### src/rtl/aegis_block_packer_if.sv
// Stream-in / block-out bundle for the AEGIS-256 block packer.
// The packer uses the slave view; the surrounding environment uses the master view.
interface aegis_block_packer_if #(
  parameter int IN_W  = 32,
  parameter int BLK_W = 128,
  parameter int LEN_W = 64
) ();
  localparam int NB = IN_W / 8;
  localparam int KW = $clog2(NB) + 1;
  localparam int BW = $clog2(BLK_W / 8) + 1;

  logic              s_valid;
  logic              s_ready;
  logic [IN_W-1:0]   s_data;
  logic [KW-1:0]     s_keep;
  logic              s_is_ad;
  logic              s_last;
  logic              s_eom;

  logic              m_valid;
  logic              m_ready;
  logic [BLK_W-1:0]  m_block;
  logic [BW-1:0]     m_bytes;
  logic              m_is_ad;
  logic              m_last;
  logic              m_eop;
  logic [LEN_W-1:0]  adlen;
  logic [LEN_W-1:0]  msglen;
  logic              err;

  modport master (
    output s_valid, s_data, s_keep, s_is_ad, s_last, s_eom, m_ready,
    input  s_ready, m_valid, m_block, m_bytes, m_is_ad, m_last, m_eop,
           adlen, msglen, err
  );

  modport slave (
    input  s_valid, s_data, s_keep, s_is_ad, s_last, s_eom, m_ready,
    output s_ready, m_valid, m_block, m_bytes, m_is_ad, m_last, m_eop,
           adlen, msglen, err
  );
endinterface

### src/rtl/aegis_block_packer.sv
// Packs AD/message beats into zero-padded AEGIS blocks with segment/packet flags
// and bit-length fields; one output register plus one held block in the accumulator.
module aegis_block_packer #(
  parameter int IN_W  = 32,
  parameter int BLK_W = 128,
  parameter int LEN_W = 64
) (
  input  logic               clk,
  input  logic               reset,
  aegis_block_packer_if.slave bus
);
  localparam int NB    = IN_W / 8;
  localparam int BEATS = BLK_W / IN_W;
  localparam int KW    = $clog2(NB) + 1;
  localparam int BW    = $clog2(BLK_W / 8) + 1;
  localparam int CW    = (BEATS > 1) ? $clog2(BEATS) : 1;

  typedef enum logic [1:0] {S_IDLE, S_AD, S_MSG_WAIT, S_MSG} state_t;

  state_t            r_state, w_next;

  logic [BLK_W-1:0]  r_acc;
  logic [BW-1:0]     r_acc_bytes;
  logic [CW-1:0]     r_cnt;
  logic              r_acc_full;
  logic              r_hold_ad, r_hold_last, r_hold_eop;
  logic [LEN_W-1:0]  r_ad_bytes, r_msg_bytes;
  logic [LEN_W-1:0]  r_pend_adlen, r_pend_msglen;

  logic              r_m_valid, r_m_is_ad, r_m_last, r_m_eop, r_err;
  logic [BLK_W-1:0]  r_m_block;
  logic [BW-1:0]     r_m_bytes;
  logic [LEN_W-1:0]  r_adlen, r_msglen;

  logic              w_flush, w_ready, w_accept, w_drop, w_beat, w_eom, w_last;
  logic              w_cmp, w_cmp_ad, w_cmp_last, w_cmp_eop, w_out_free, w_err;
  logic [KW-1:0]     w_keep;
  logic [IN_W-1:0]   w_data;
  logic [BLK_W-1:0]  w_cmp_block;
  logic [BW-1:0]     w_cmp_bytes;
  logic [LEN_W-1:0]  w_ad_tot, w_msg_tot;

  // A message beat arriving while AD data sits half-packed first flushes that
  // AD block (stalling the beat one cycle), so the two types never share a block.
  always_comb begin
    // NOTE: every comb output gets a default first so no path can infer a latch.
    w_next  = r_state;
    w_flush = bus.s_valid & ~bus.s_is_ad & (r_state == S_AD) & (r_cnt != '0) & ~r_acc_full;
    w_ready = ~reset & ~r_acc_full & ~w_flush;
    w_accept = bus.s_valid & w_ready;
    w_drop  = bus.s_is_ad & ((r_state == S_MSG_WAIT) | (r_state == S_MSG));
    w_beat  = w_accept & ~w_drop;
    w_eom   = bus.s_eom & ~bus.s_is_ad;
    w_last  = bus.s_last | w_eom;
    w_err   = w_accept & bus.s_is_ad & (w_drop | bus.s_eom);

    if (w_flush) begin
      w_next = S_MSG_WAIT;
    end else if (w_beat) begin
      if (bus.s_is_ad) w_next = bus.s_last ? S_MSG_WAIT : S_AD;
      else             w_next = w_eom ? S_IDLE : S_MSG;
    end
  end

  always_comb begin
    w_keep = KW'(NB);
    if (bus.s_last && bus.s_keep != '0 && bus.s_keep <= KW'(NB)) w_keep = bus.s_keep;

    w_data = '0;
    for (int j = 0; j < NB; j++) begin
      if (j < int'(w_keep)) w_data[8*j +: 8] = bus.s_data[8*j +: 8];
    end

    w_cmp       = w_flush | (w_beat & (w_last | (r_cnt == CW'(BEATS - 1))));
    w_cmp_block = w_flush ? r_acc : (r_acc | (BLK_W'(w_data) << (int'(r_cnt) * IN_W)));
    w_cmp_bytes = r_acc_bytes + (w_flush ? '0 : BW'(w_keep));
    w_cmp_ad    = w_flush | bus.s_is_ad;
    w_cmp_last  = w_flush | w_last;
    w_cmp_eop   = ~w_flush & w_eom;

    w_ad_tot    = r_ad_bytes  + ((w_beat &  bus.s_is_ad) ? LEN_W'(w_keep) : '0);
    w_msg_tot   = r_msg_bytes + ((w_beat & ~bus.s_is_ad) ? LEN_W'(w_keep) : '0);
    w_out_free  = ~r_m_valid | bus.m_ready;
  end

  always_ff @(posedge clk) begin
    // NOTE: all sequential state uses <= so every register samples pre-edge values.
    if (reset) r_state <= S_IDLE;
    else       r_state <= w_next;
  end

  always_ff @(posedge clk) begin
    if (reset) begin
      // NOTE: the accumulator is cleared too; packing ORs beats into it, so stale bits would leak.
      r_acc        <= '0;
      r_acc_bytes  <= '0;
      r_cnt        <= '0;
      r_acc_full   <= 1'b0;
      r_hold_ad    <= 1'b0;
      r_hold_last  <= 1'b0;
      r_hold_eop   <= 1'b0;
      r_ad_bytes   <= '0;
      r_msg_bytes  <= '0;
      r_pend_adlen <= '0;
      r_pend_msglen <= '0;
      r_m_valid    <= 1'b0;
      r_m_block    <= '0;
      r_m_bytes    <= '0;
      r_m_is_ad    <= 1'b0;
      r_m_last     <= 1'b0;
      r_m_eop      <= 1'b0;
      r_adlen      <= '0;
      r_msglen     <= '0;
      r_err        <= 1'b0;
    end else begin
      r_err <= w_err;

      if (r_acc_full && w_out_free) begin
        r_m_valid <= 1'b1;
        r_m_block <= r_acc;
        r_m_bytes <= r_acc_bytes;
        r_m_is_ad <= r_hold_ad;
        r_m_last  <= r_hold_last;
        r_m_eop   <= r_hold_eop;
        if (r_hold_eop) begin
          r_adlen  <= r_pend_adlen;
          r_msglen <= r_pend_msglen;
        end
      end else if (w_cmp && w_out_free) begin
        r_m_valid <= 1'b1;
        r_m_block <= w_cmp_block;
        r_m_bytes <= w_cmp_bytes;
        r_m_is_ad <= w_cmp_ad;
        r_m_last  <= w_cmp_last;
        r_m_eop   <= w_cmp_eop;
        if (w_cmp_eop) begin
          r_adlen  <= w_ad_tot << 3;
          r_msglen <= w_msg_tot << 3;
        end
      end else if (bus.m_ready) begin
        r_m_valid <= 1'b0;
      end

      if (r_acc_full) begin
        if (w_out_free) begin
          r_acc       <= '0;
          r_acc_bytes <= '0;
          r_acc_full  <= 1'b0;
        end
      end else if (w_cmp) begin
        r_cnt <= '0;
        if (w_out_free) begin
          r_acc       <= '0;
          r_acc_bytes <= '0;
        end else begin
          r_acc       <= w_cmp_block;
          r_acc_bytes <= w_cmp_bytes;
          r_acc_full  <= 1'b1;
          r_hold_ad   <= w_cmp_ad;
          r_hold_last <= w_cmp_last;
          r_hold_eop  <= w_cmp_eop;
        end
      end else if (w_beat) begin
        r_acc       <= w_cmp_block;
        r_acc_bytes <= w_cmp_bytes;
        r_cnt       <= r_cnt + CW'(1);
      end

      if (w_beat) begin
        if (w_eom) begin
          r_ad_bytes    <= '0;
          r_msg_bytes   <= '0;
          r_pend_adlen  <= w_ad_tot << 3;
          r_pend_msglen <= w_msg_tot << 3;
        end else begin
          r_ad_bytes  <= w_ad_tot;
          r_msg_bytes <= w_msg_tot;
        end
      end
    end
  end

  assign bus.s_ready = w_ready;
  assign bus.m_valid = r_m_valid;
  assign bus.m_block = r_m_block;
  assign bus.m_bytes = r_m_bytes;
  assign bus.m_is_ad = r_m_is_ad;
  assign bus.m_last  = r_m_last;
  assign bus.m_eop   = r_m_eop;
  assign bus.adlen   = r_adlen;
  assign bus.msglen  = r_msglen;
  assign bus.err     = r_err;
endmodule
### src/flat_wrapper.sv
// flat-port wrapper written by rule: the top's interface ports become plain ports
module aegis_block_packer_flat 
#(
  parameter int IN_W  = 32,
  parameter int BLK_W = 128,
  parameter int LEN_W = 64
)
  (clk, reset, bus_s_valid, bus_s_data, bus_s_keep, bus_s_is_ad, bus_s_last, bus_s_eom, bus_m_ready, bus_s_ready, bus_m_valid, bus_m_block, bus_m_bytes, bus_m_is_ad, bus_m_last, bus_m_eop, bus_adlen, bus_msglen, bus_err);
  aegis_block_packer_if #(.IN_W(IN_W), .BLK_W(BLK_W), .LEN_W(LEN_W)) bus_i ();
  input  logic clk;
  input  logic reset;
  input wire logic [$bits(bus_i.s_valid)-1:0] bus_s_valid;
  input wire logic [$bits(bus_i.s_data)-1:0] bus_s_data;
  input wire logic [$bits(bus_i.s_keep)-1:0] bus_s_keep;
  input wire logic [$bits(bus_i.s_is_ad)-1:0] bus_s_is_ad;
  input wire logic [$bits(bus_i.s_last)-1:0] bus_s_last;
  input wire logic [$bits(bus_i.s_eom)-1:0] bus_s_eom;
  input wire logic [$bits(bus_i.m_ready)-1:0] bus_m_ready;
  output wire logic [$bits(bus_i.s_ready)-1:0] bus_s_ready;
  output wire logic [$bits(bus_i.m_valid)-1:0] bus_m_valid;
  output wire logic [$bits(bus_i.m_block)-1:0] bus_m_block;
  output wire logic [$bits(bus_i.m_bytes)-1:0] bus_m_bytes;
  output wire logic [$bits(bus_i.m_is_ad)-1:0] bus_m_is_ad;
  output wire logic [$bits(bus_i.m_last)-1:0] bus_m_last;
  output wire logic [$bits(bus_i.m_eop)-1:0] bus_m_eop;
  output wire logic [$bits(bus_i.adlen)-1:0] bus_adlen;
  output wire logic [$bits(bus_i.msglen)-1:0] bus_msglen;
  output wire logic [$bits(bus_i.err)-1:0] bus_err;
  assign bus_i.s_valid = bus_s_valid;
  assign bus_i.s_data = bus_s_data;
  assign bus_i.s_keep = bus_s_keep;
  assign bus_i.s_is_ad = bus_s_is_ad;
  assign bus_i.s_last = bus_s_last;
  assign bus_i.s_eom = bus_s_eom;
  assign bus_i.m_ready = bus_m_ready;
  assign bus_s_ready = bus_i.s_ready;
  assign bus_m_valid = bus_i.m_valid;
  assign bus_m_block = bus_i.m_block;
  assign bus_m_bytes = bus_i.m_bytes;
  assign bus_m_is_ad = bus_i.m_is_ad;
  assign bus_m_last = bus_i.m_last;
  assign bus_m_eop = bus_i.m_eop;
  assign bus_adlen = bus_i.adlen;
  assign bus_msglen = bus_i.msglen;
  assign bus_err = bus_i.err;
  aegis_block_packer #(.IN_W(IN_W), .BLK_W(BLK_W), .LEN_W(LEN_W)) u_core (.clk(clk), .reset(reset), .bus(bus_i));
endmodule
### config.mk
export PLATFORM = sky130hd
export DESIGN_NAME = aegis_block_packer_flat
export DESIGN_NICKNAME = d
export VERILOG_FILES = /design/src/rtl/aegis_block_packer_if.sv /design/src/rtl/aegis_block_packer.sv /design/src/flat_wrapper.sv
export SDC_FILE = /design/constraint.sdc
export NUM_CORES = 2
export LEC_CHECK = 0
export CELL_PAD_IN_SITES_DETAIL_PLACEMENT = 2
export CELL_PAD_IN_SITES_GLOBAL_PLACEMENT = 2
export CORE_UTILIZATION = 30
export CTS_CLUSTER_DIAMETER = 200
export DETAILED_ROUTE_END_ITERATION = 10
export GPL_TIMING_DRIVEN = 0
export PLACE_DENSITY_LB_ADDON = 0.1
export SYNTH_ARGS = -nofsm -noshare
export SYNTH_HDL_FRONTEND = slang
export SYNTH_SLANG_ARGS = --single-unit
### constraint.sdc
create_clock -name clk -period 4.2 [get_ports clk]
set_input_delay 1.05 -clock clk [delete_from_list [all_inputs] [get_ports clk]]
set_output_delay 1.05 -clock clk [all_outputs]
set_load 0.05 [all_outputs]
Word-level counts from Yosys, hierarchy flattened
Cells that the tools add are included.

cells by class
  $add $sub $neg = 4
  multipliers = 0
  div/mod/pow operators = 0
  order comparisons = 5
  eq/ne operators = 6
  shifts and indexed selects = 1
  multiplexer cells = 52
  bitwise logic cells = 32
  reduce and logical (&&, ||, !) cells = 18

operators with widths
  operator                                                    count
  two-way mux 128 bit                                         8
  two-way mux 64 bit                                          10
  adder 64 bit                                                2
  OR 128 bit                                                  1
  << shifter 32 x 7 -> 128 bit                                1
  two-way mux 5 bit                                           7
  two-way mux 8 bit                                           4
  AND 1 bit                                                   16
  two-way mux 2 bit                                           7
  two-way mux 1 bit                                           12
  two-way mux 3 bit                                           4
  nonzero test 2 bit                                          5
  nonzero test 3 bit                                          3
  OR 1 bit                                                    8
  inverter 1 bit                                              7
  == test 2 bit (second input constant)                       3
  less-than comparator 1 x 3 -> 1 bit (first input constant)  2
  less-than comparator 2 x 3 -> 1 bit (first input constant)  2
  AND reduction 2 bit                                         3
  AND reduction 3 bit                                         2
  adder 5 bit                                                 1
  logical AND 1 bit                                           4
  <= comparator 3 bit (second input constant)                 1
  adder 2 x 1 -> 2 bit (second input constant)                1
  other kinds (4)                                             4

storage, ports and cells
  register bits after elaboration = 657
  bits in latches = 0
  bits in writable memories = 0
  ROM bits = 0
  bits of input ports = 42
  output and inout bits = 267
  word-level logic and storage cells = 140
  memories kept = 0

Logic depth before layout (Yosys ltp)
  depth in word-level cells = 15
  mapped depth = 17

Worst setup path after synthesis
OpenSTA, ideal clock, no wires.

  path kind = input to register
  start point = in reset
  end point = reg u_core.r_msg_bytes[56]
  setup time = 0.074 ns
  arrival = 4.362 ns
  required time = 4.126 ns
  slack = -0.236 ns
  stages = 15
  path buffers = 4
  cells stage by stage = clkbuf_1 > inv_1 > clkbuf_1 > buf_1 > nand3_1 > nor2_1 > ha_1 > fa_1 > a21oi_1 > or4_1 > buf_4 > nor4_4 > nand4_2 > or3_1 > a31oi_1

on the way
  longest elaborated chain between the ends = 9

ends and longest elaborated chain
  item                    RTL line                   text
  start: declaration      flat_wrapper.sv:11         input logic reset;
  inverter 1 bit          aegis_block_packer.sv:49   w_ready = ~reset & ~r_acc_full & ~w_flush;
  AND 1 bit (2 in a row)  aegis_block_packer.sv:49
  AND 1 bit               aegis_block_packer.sv:50   w_accept = bus.s_valid & w_ready;
  AND 1 bit               aegis_block_packer.sv:52   w_beat = w_accept & ~w_drop;
  AND 1 bit               aegis_block_packer.sv:82   w_msg_tot = r_msg_bytes + ((w_beat & ~bus.s_is_ad) ? LEN_W'(w_keep) : '0);
  two-way mux 3 bit       aegis_block_packer.sv:82
  adder 64 bit            aegis_block_packer.sv:82
  two-way mux 64 bit      aegis_block_packer.sv:170  if (w_eom) begin
  end signal: assignment  aegis_block_packer.sv:177  r_msg_bytes <= w_msg_tot;
  end: declaration        aegis_block_packer.sv:27   logic [LEN_W-1:0] r_ad_bytes, r_msg_bytes;

Parallel ways exist; a longest one is shown, timed or not.
A chain may end at the register's enable or synchronous reset.

Worst setup path in the final report
  start point = reg u_core.r_acc_full
  end point = reg u_core.r_msglen[52] (netlist: u_core.bus.msglen[52])

on the way
  longest elaborated chain between the ends = 12
  elaborated cells on any way between the ends = 22
  those cells by class = add/sub (1); eq/ne (1); mux (4); bitwise (11); reduce/logical (5)

ends and longest elaborated chain
  item                      RTL line                                            text
  start: declaration        aegis_block_packer.sv:25                            logic r_acc_full;
  start signal: assignment  aegis_block_packer.sv:98                            r_acc_full <= 1'b0;
  start signal: assignment  aegis_block_packer.sv:148                           r_acc_full <= 1'b0;
  start signal: assignment  aegis_block_packer.sv:158                           r_acc_full <= 1'b1;
  inverter 1 bit            aegis_block_packer.sv:48, aegis_block_packer.sv:49
  AND 1 bit                 aegis_block_packer.sv:48                            w_flush = bus.s_valid & ~bus.s_is_ad & (r_state == S_AD) & (r_cnt != '0) & ~r_acc_full;
  inverter 1 bit            aegis_block_packer.sv:49, aegis_block_packer.sv:79
  AND 1 bit                 aegis_block_packer.sv:49
  AND 1 bit                 aegis_block_packer.sv:50
  AND 1 bit                 aegis_block_packer.sv:52
  AND 1 bit                 aegis_block_packer.sv:82
  two-way mux 3 bit         aegis_block_packer.sv:82
  adder 64 bit              aegis_block_packer.sv:82
  two-way mux 64 bit        aegis_block_packer.sv:136                           if (w_cmp_eop) begin
  two-way mux 64 bit        aegis_block_packer.sv:129                           end else if (w_cmp && w_out_free) begin
  two-way mux 64 bit        aegis_block_packer.sv:118                           if (r_acc_full && w_out_free) begin
  end signal: assignment    aegis_block_packer.sv:127                           r_msglen <= r_pend_msglen;
  end signal: assignment    aegis_block_packer.sv:138                           r_msglen <= w_msg_tot << 3;
  end: declaration          aegis_block_packer.sv:33                            logic [LEN_W-1:0] r_adlen, r_msglen;

Parallel ways exist; a longest one is shown, timed or not. The select of a mux whose other input is x is not followed.

==> impl_results.rst <==
.. list-table::
   :header-rows: 1

   * - Metric
     - Value
   * - Outcome
     - complete, but fails checks
   * - Failing checks
     - design-rule violations
   * - Detailed-router iteration count before antenna repair
     - 10
   * - Nature of the critical path startpoint
     - flip-flop
   * - Layout cell share with drive strength beyond 1
     - 8.44%
   * - Top-level port count
     - 309
   * - Initial cell density of the core
     - 30.4%
   * - Gr usage total
     - 29.4%
   * - Post-placement cell count
     - 4720
   * - Worst clock skew on the final layout
     - 0.0333 ns
   * - Buffer levels on the longest clock path
     - 3
   * - DRC violations left
     - 34
   * - Final hold violations
     - 0
   * - Primary FF master, synth
     - sky130_fd_sc_hd__dfxtp_1
   * - Remaining max-slew budget at the tightest pin
     - 16.2%
   * - Count of input and output buffers
     - 293
   * - Total grt overflow
     - 0
   * - Total standard cell area after synthesis
     - 0.0270 mm^2
   * - Period Utilization, post-route
     - 99.4%
   * - Die outline area
     - 0.0912 mm^2
   * - Setup TNS after final layout
     - 0 ns
   * - Max-cap violations
     - 0
   * - Maximum number of pins on one net before global-route repair
     - 13
   * - Number of global-route vias before repair
     - 29300
   * - Number of CTS-inserted buffers
     - 79
   * - Met2 usage in global routing
     - 47.3%
   * - Fraction of registers with async set or reset after synthesis
     - 0%
   * - Cell type with the largest total area after synthesis
     - sky130_fd_sc_hd__dfxtp_1
   * - Number of cells traversed by the worst register-to-register path
     - 9
   * - Most crowded layer after global routing
     - met2
   * - Width of the die
     - 302 um
   * - Worst hold path cell count
     - 2
   * - Non-filler cells in the finished layout
     - 4887
   * - Number of enable flip-flop cells after synthesis
     - 0
   * - Worst vdd rail ir drop
     - 0.264 mV
   * - Row cnt
     - 109
   * - Fraction of post-synthesis cell area in the top cell type by area
     - 47.8%
   * - Setup-failing EPs final
     - 0
   * - Wire length of the first global-routing pass
     - 199000 um
   * - Final Critical Period
     - 4.17 ns
   * - Clock insertion delay at the later pin of the skew report
     - 0.67 ns
   * - Fraction of the yosys area taken by sequential cells
     - 47.8%
   * - Cells taking the most area after synthesis
     - sky130_fd_sc_hd__dfxtp_1 (48%), sky130_fd_sc_hd__a21oi_1 (8.8%), sky130_fd_sc_hd__nor2_1 (7.0%)
   * - DR WL/cell
     - 27.9 um
   * - Ratio of total power to cell area
     - 433 mW/mm^2
   * - Total Routed Length
     - 136000 um
   * - Achievable Freq
     - 240 MHz
   * - Worst setup slack before clock tree synthesis
     - -2.03 ns
   * - Detailed placement HPWL
     - 101000 um
   * - TritonCTS clock tree
     - yes
   * - Final layout net count
     - 3712
   * - Number of register bits inferred by synthesis
     - 645
   * - Clock tree root driver cell
     - sky130_fd_sc_hd__clkbuf_16
   * - Worst EP arrival
     - 4.67 ns
   * - Quantity of hold-fixing buffers added after cts
     - 0
   * - Element type at the critical path end
     - flip-flop
   * - Critical setup path kind
     - reg -> reg
   * - Met3 routing resource usage after global routing
     - 3.95%
   * - Number of H-tree levels
     - 3
   * - Final GP Congestion
     - 0.907
   * - Final setup margin
     - 0.0258 ns
   * - Maximum fanout along the worst path
     - 10
   * - Max Slew Vio Count
     - 0
   * - Count of different cell masters after synthesis
     - 68
   * - Yosys synthesis warning count
     - 0
   * - Die outline height
     - 302 um
   * - Area added between synthesis and finish
     - 28.6%
   * - Worst slew pin tran
     - 1.26 ns
   * - Average size of a mapped cell
     - 8.29 um^2
   * - Number of vias in the routed layout
     - 27500
   * - Area of the placeable core
     - 0.0888 mm^2
   * - Required time of the critical path
     - 4.70 ns
   * - Type of the worst min-delay path
     - reg -> reg
   * - Leak
     - 11.8 nW
   * - Initial antenna violation count
     - 13
   * - Total number of clock tree sinks
     - 645
   * - Setup repair after global routing missed its margin
     - yes
   * - Fillcell total
     - 9887
   * - 1st-iter DRT viols
     - 1854
   * - Number of instances in the synthesized netlist
     - 3257
   * - Clock input transition at the sequential cells of the worst setup and hold paths
     - 0.06 ns
   * - Via/cell ratio
     - 5.64
   * - Global routing met1 resource utilization
     - 40.6%
   * - Antenna Violating Nets Remaining
     - 0
-- layer usage --
metal	routed length, um	vias up
li1	-	12400
met1	63200	14300
met2	62500	708
met3	6420	208
met4	4190	2
met5	15	-
-- Yosys cell counts (9+ instances only) --
cell,number
sky130_fd_sc_hd__xnor2_1,64
sky130_fd_sc_hd__nand2b_1,10
sky130_fd_sc_hd__or3_1,25
sky130_fd_sc_hd__nor4_1,29
sky130_fd_sc_hd__buf_1,18
sky130_fd_sc_hd__a211o_1,20
sky130_fd_sc_hd__nand2_1,223
sky130_fd_sc_hd__o211ai_1,31
sky130_fd_sc_hd__mux2i_1,9
sky130_fd_sc_hd__a31oi_1,19
sky130_fd_sc_hd__a211oi_1,189
sky130_fd_sc_hd__o21ai_0,143
sky130_fd_sc_hd__o31ai_1,12
sky130_fd_sc_hd__ha_1,11
sky130_fd_sc_hd__nand3_1,75
sky130_fd_sc_hd__dfxtp_1,645
sky130_fd_sc_hd__a22oi_1,32
sky130_fd_sc_hd__and3_1,16
sky130_fd_sc_hd__nor2_1,503
sky130_fd_sc_hd__inv_1,32
sky130_fd_sc_hd__a311oi_1,9
sky130_fd_sc_hd__nor3_1,57
sky130_fd_sc_hd__o22ai_1,42
sky130_fd_sc_hd__xor2_1,57
sky130_fd_sc_hd__and2_1,27
sky130_fd_sc_hd__and4_1,31
sky130_fd_sc_hd__nor2b_1,11
sky130_fd_sc_hd__clkbuf_2,31
sky130_fd_sc_hd__buf_2,17
sky130_fd_sc_hd__nand4_1,46
sky130_fd_sc_hd__clkbuf_1,231
sky130_fd_sc_hd__a21oi_1,474
-- logic make-up (layout without fill, tap and decap cells) --
logic type / Yosys count / in the layout / share of synthesized area (%)
XOR/XNOR: 121 / 121 / 3.93
AO/OA/AOI/OAI: 1038 / 1038 / 23.2
AND/OR/NAND/NOR: 1092 / 1092 / 18.9
adder cells (fa/ha/maj): 14 / 14 / 0.733
multiplexers: 9 / 9 / 0.334
other: 1 / 9 / 0.0139
flip-flops: 645 / 645 / 47.8
buffers and inverters: 337 / 794 / 5.02
-- registers in the layout, indices dropped and copies added, names as in the netlist --
name and count:
u_core.bus.m_eop 1, u_core.r_cnt 2, u_core.r_ad_bytes 61, u_core.bus.msglen 61, u_core.bus.adlen 61, u_core.bus.err 1, u_core.r_pend_adlen 61, u_core.bus.m_valid 1
u_core.r_acc 128, u_core.r_hold_last 1, u_core.r_hold_ad 1, u_core.bus.m_block 128, u_core.r_pend_msglen 61, u_core.r_msg_bytes 61, u_core.r_acc_bytes 5, u_core.r_acc_full 1
u_core.r_hold_eop 1, u_core.bus.m_is_ad 1, u_core.r_state 2, u_core.bus.m_last 1, u_core.bus.m_bytes 5
-- where the power goes --
group	switching (mW)	internal [mW]	total, mW
clock network	2.93	4.22	7.14
logic	1.10	0.391	1.49
registers	0.108	6.27	6.38
-- metrics by stage --
| step | power [mW] | instance area, um^2 | hold WS [ns] | util, % |
|---|---|---|---|---|
| 2_1_floorplan | 7.32 | 27000 | 0.436 | - |
| 3_3_place_gp | 7.93 | 31400 | 0.434 | 35.4 |
| 3_5_place_dp | 7.97 | 31400 | 0.449 | 35.4 |
| 4_1_cts | 15.1 | 34600 | 0.456 | 39.0 |
| 5_1_grt | 15.4 | 34700 | 0.471 | 39.1 |
| 6_report | 15.0 | 34700 | 0.450 | 39.1 |
-- timing repair --
| item | CTS | global route |
|---|---|---|
| setup endpoints to repair | 447 | 121 |
| gates cloned | 0 | 0 |
| pin swaps | 12 | 2 |
| resized for setup | 101 | 33 |
| setup buffers | 17 | 3 |
-- worst max-delay path, cell delays in order, from the launching register on --
cell and delay, ns:
sky130_fd_sc_hd__dfxtp_1 0.41, sky130_fd_sc_hd__clkbuf_1 0.48, sky130_fd_sc_hd__and3_1 0.24, sky130_fd_sc_hd__buf_1 0.55, sky130_fd_sc_hd__a31o_2 0.31, sky130_fd_sc_hd__and2_1 0.15, sky130_fd_sc_hd__clkbuf_1 0.52, sky130_fd_sc_hd__buf_2 0.53
sky130_fd_sc_hd__clkdlybuf4s18_2 0.60, sky130_fd_sc_hd__a31oi_1 0.18
-- final timing paths --
path | end | start | slack [ns]
worst max-delay path | u_core.bus.msglen[52] | u_core.r_acc_full | 0.03
worst min-delay path | u_core.bus.msglen[12] | u_core.bus.msglen[12] | 0.45
worst max register to register | u_core.bus.msglen[52] | u_core.r_acc_full | 0.03
worst min register to register | u_core.bus.msglen[12] | u_core.bus.msglen[12] | 0.45
-- final cells by class --
type | instances | area, um^2 | area share (%)
Multi-Input combinational cell | 2280 | 13100 | 37.8
Clock buffer | 119 | 2330 | 6.71
Buffer | 305 | 1330 | 3.82
Inverter | 32 | 120 | 0.346
Sequential cell | 645 | 12900 | 37.2
Antenna cell | 3 | 7.51 | 0.0216
Tap cell | 1165 | 1460 | 4.20
Clock inverter | 25 | 339 | 0.977
Timing Repair Buffer | 313 | 3090 | 8.91
-- cell usage in the layout (no fill, tap or decap), drive strengths merged, types with 25 or more instances in the layout --
master,count
o21ai,145
a21oi,474
or3,25
and2,28
nand2,223
buf,62
a22oi,32
clkbuf,380
nor4,37
nor2,503
nor3,60
a211oi,189
xnor2,64
o211ai,31
nand3,77
nand4,48
o22ai,42
xor2,57
dfxtp,645
clkdlybuf4s50,289
and4,31
inv,38
(Power assumes the default switching activity.)
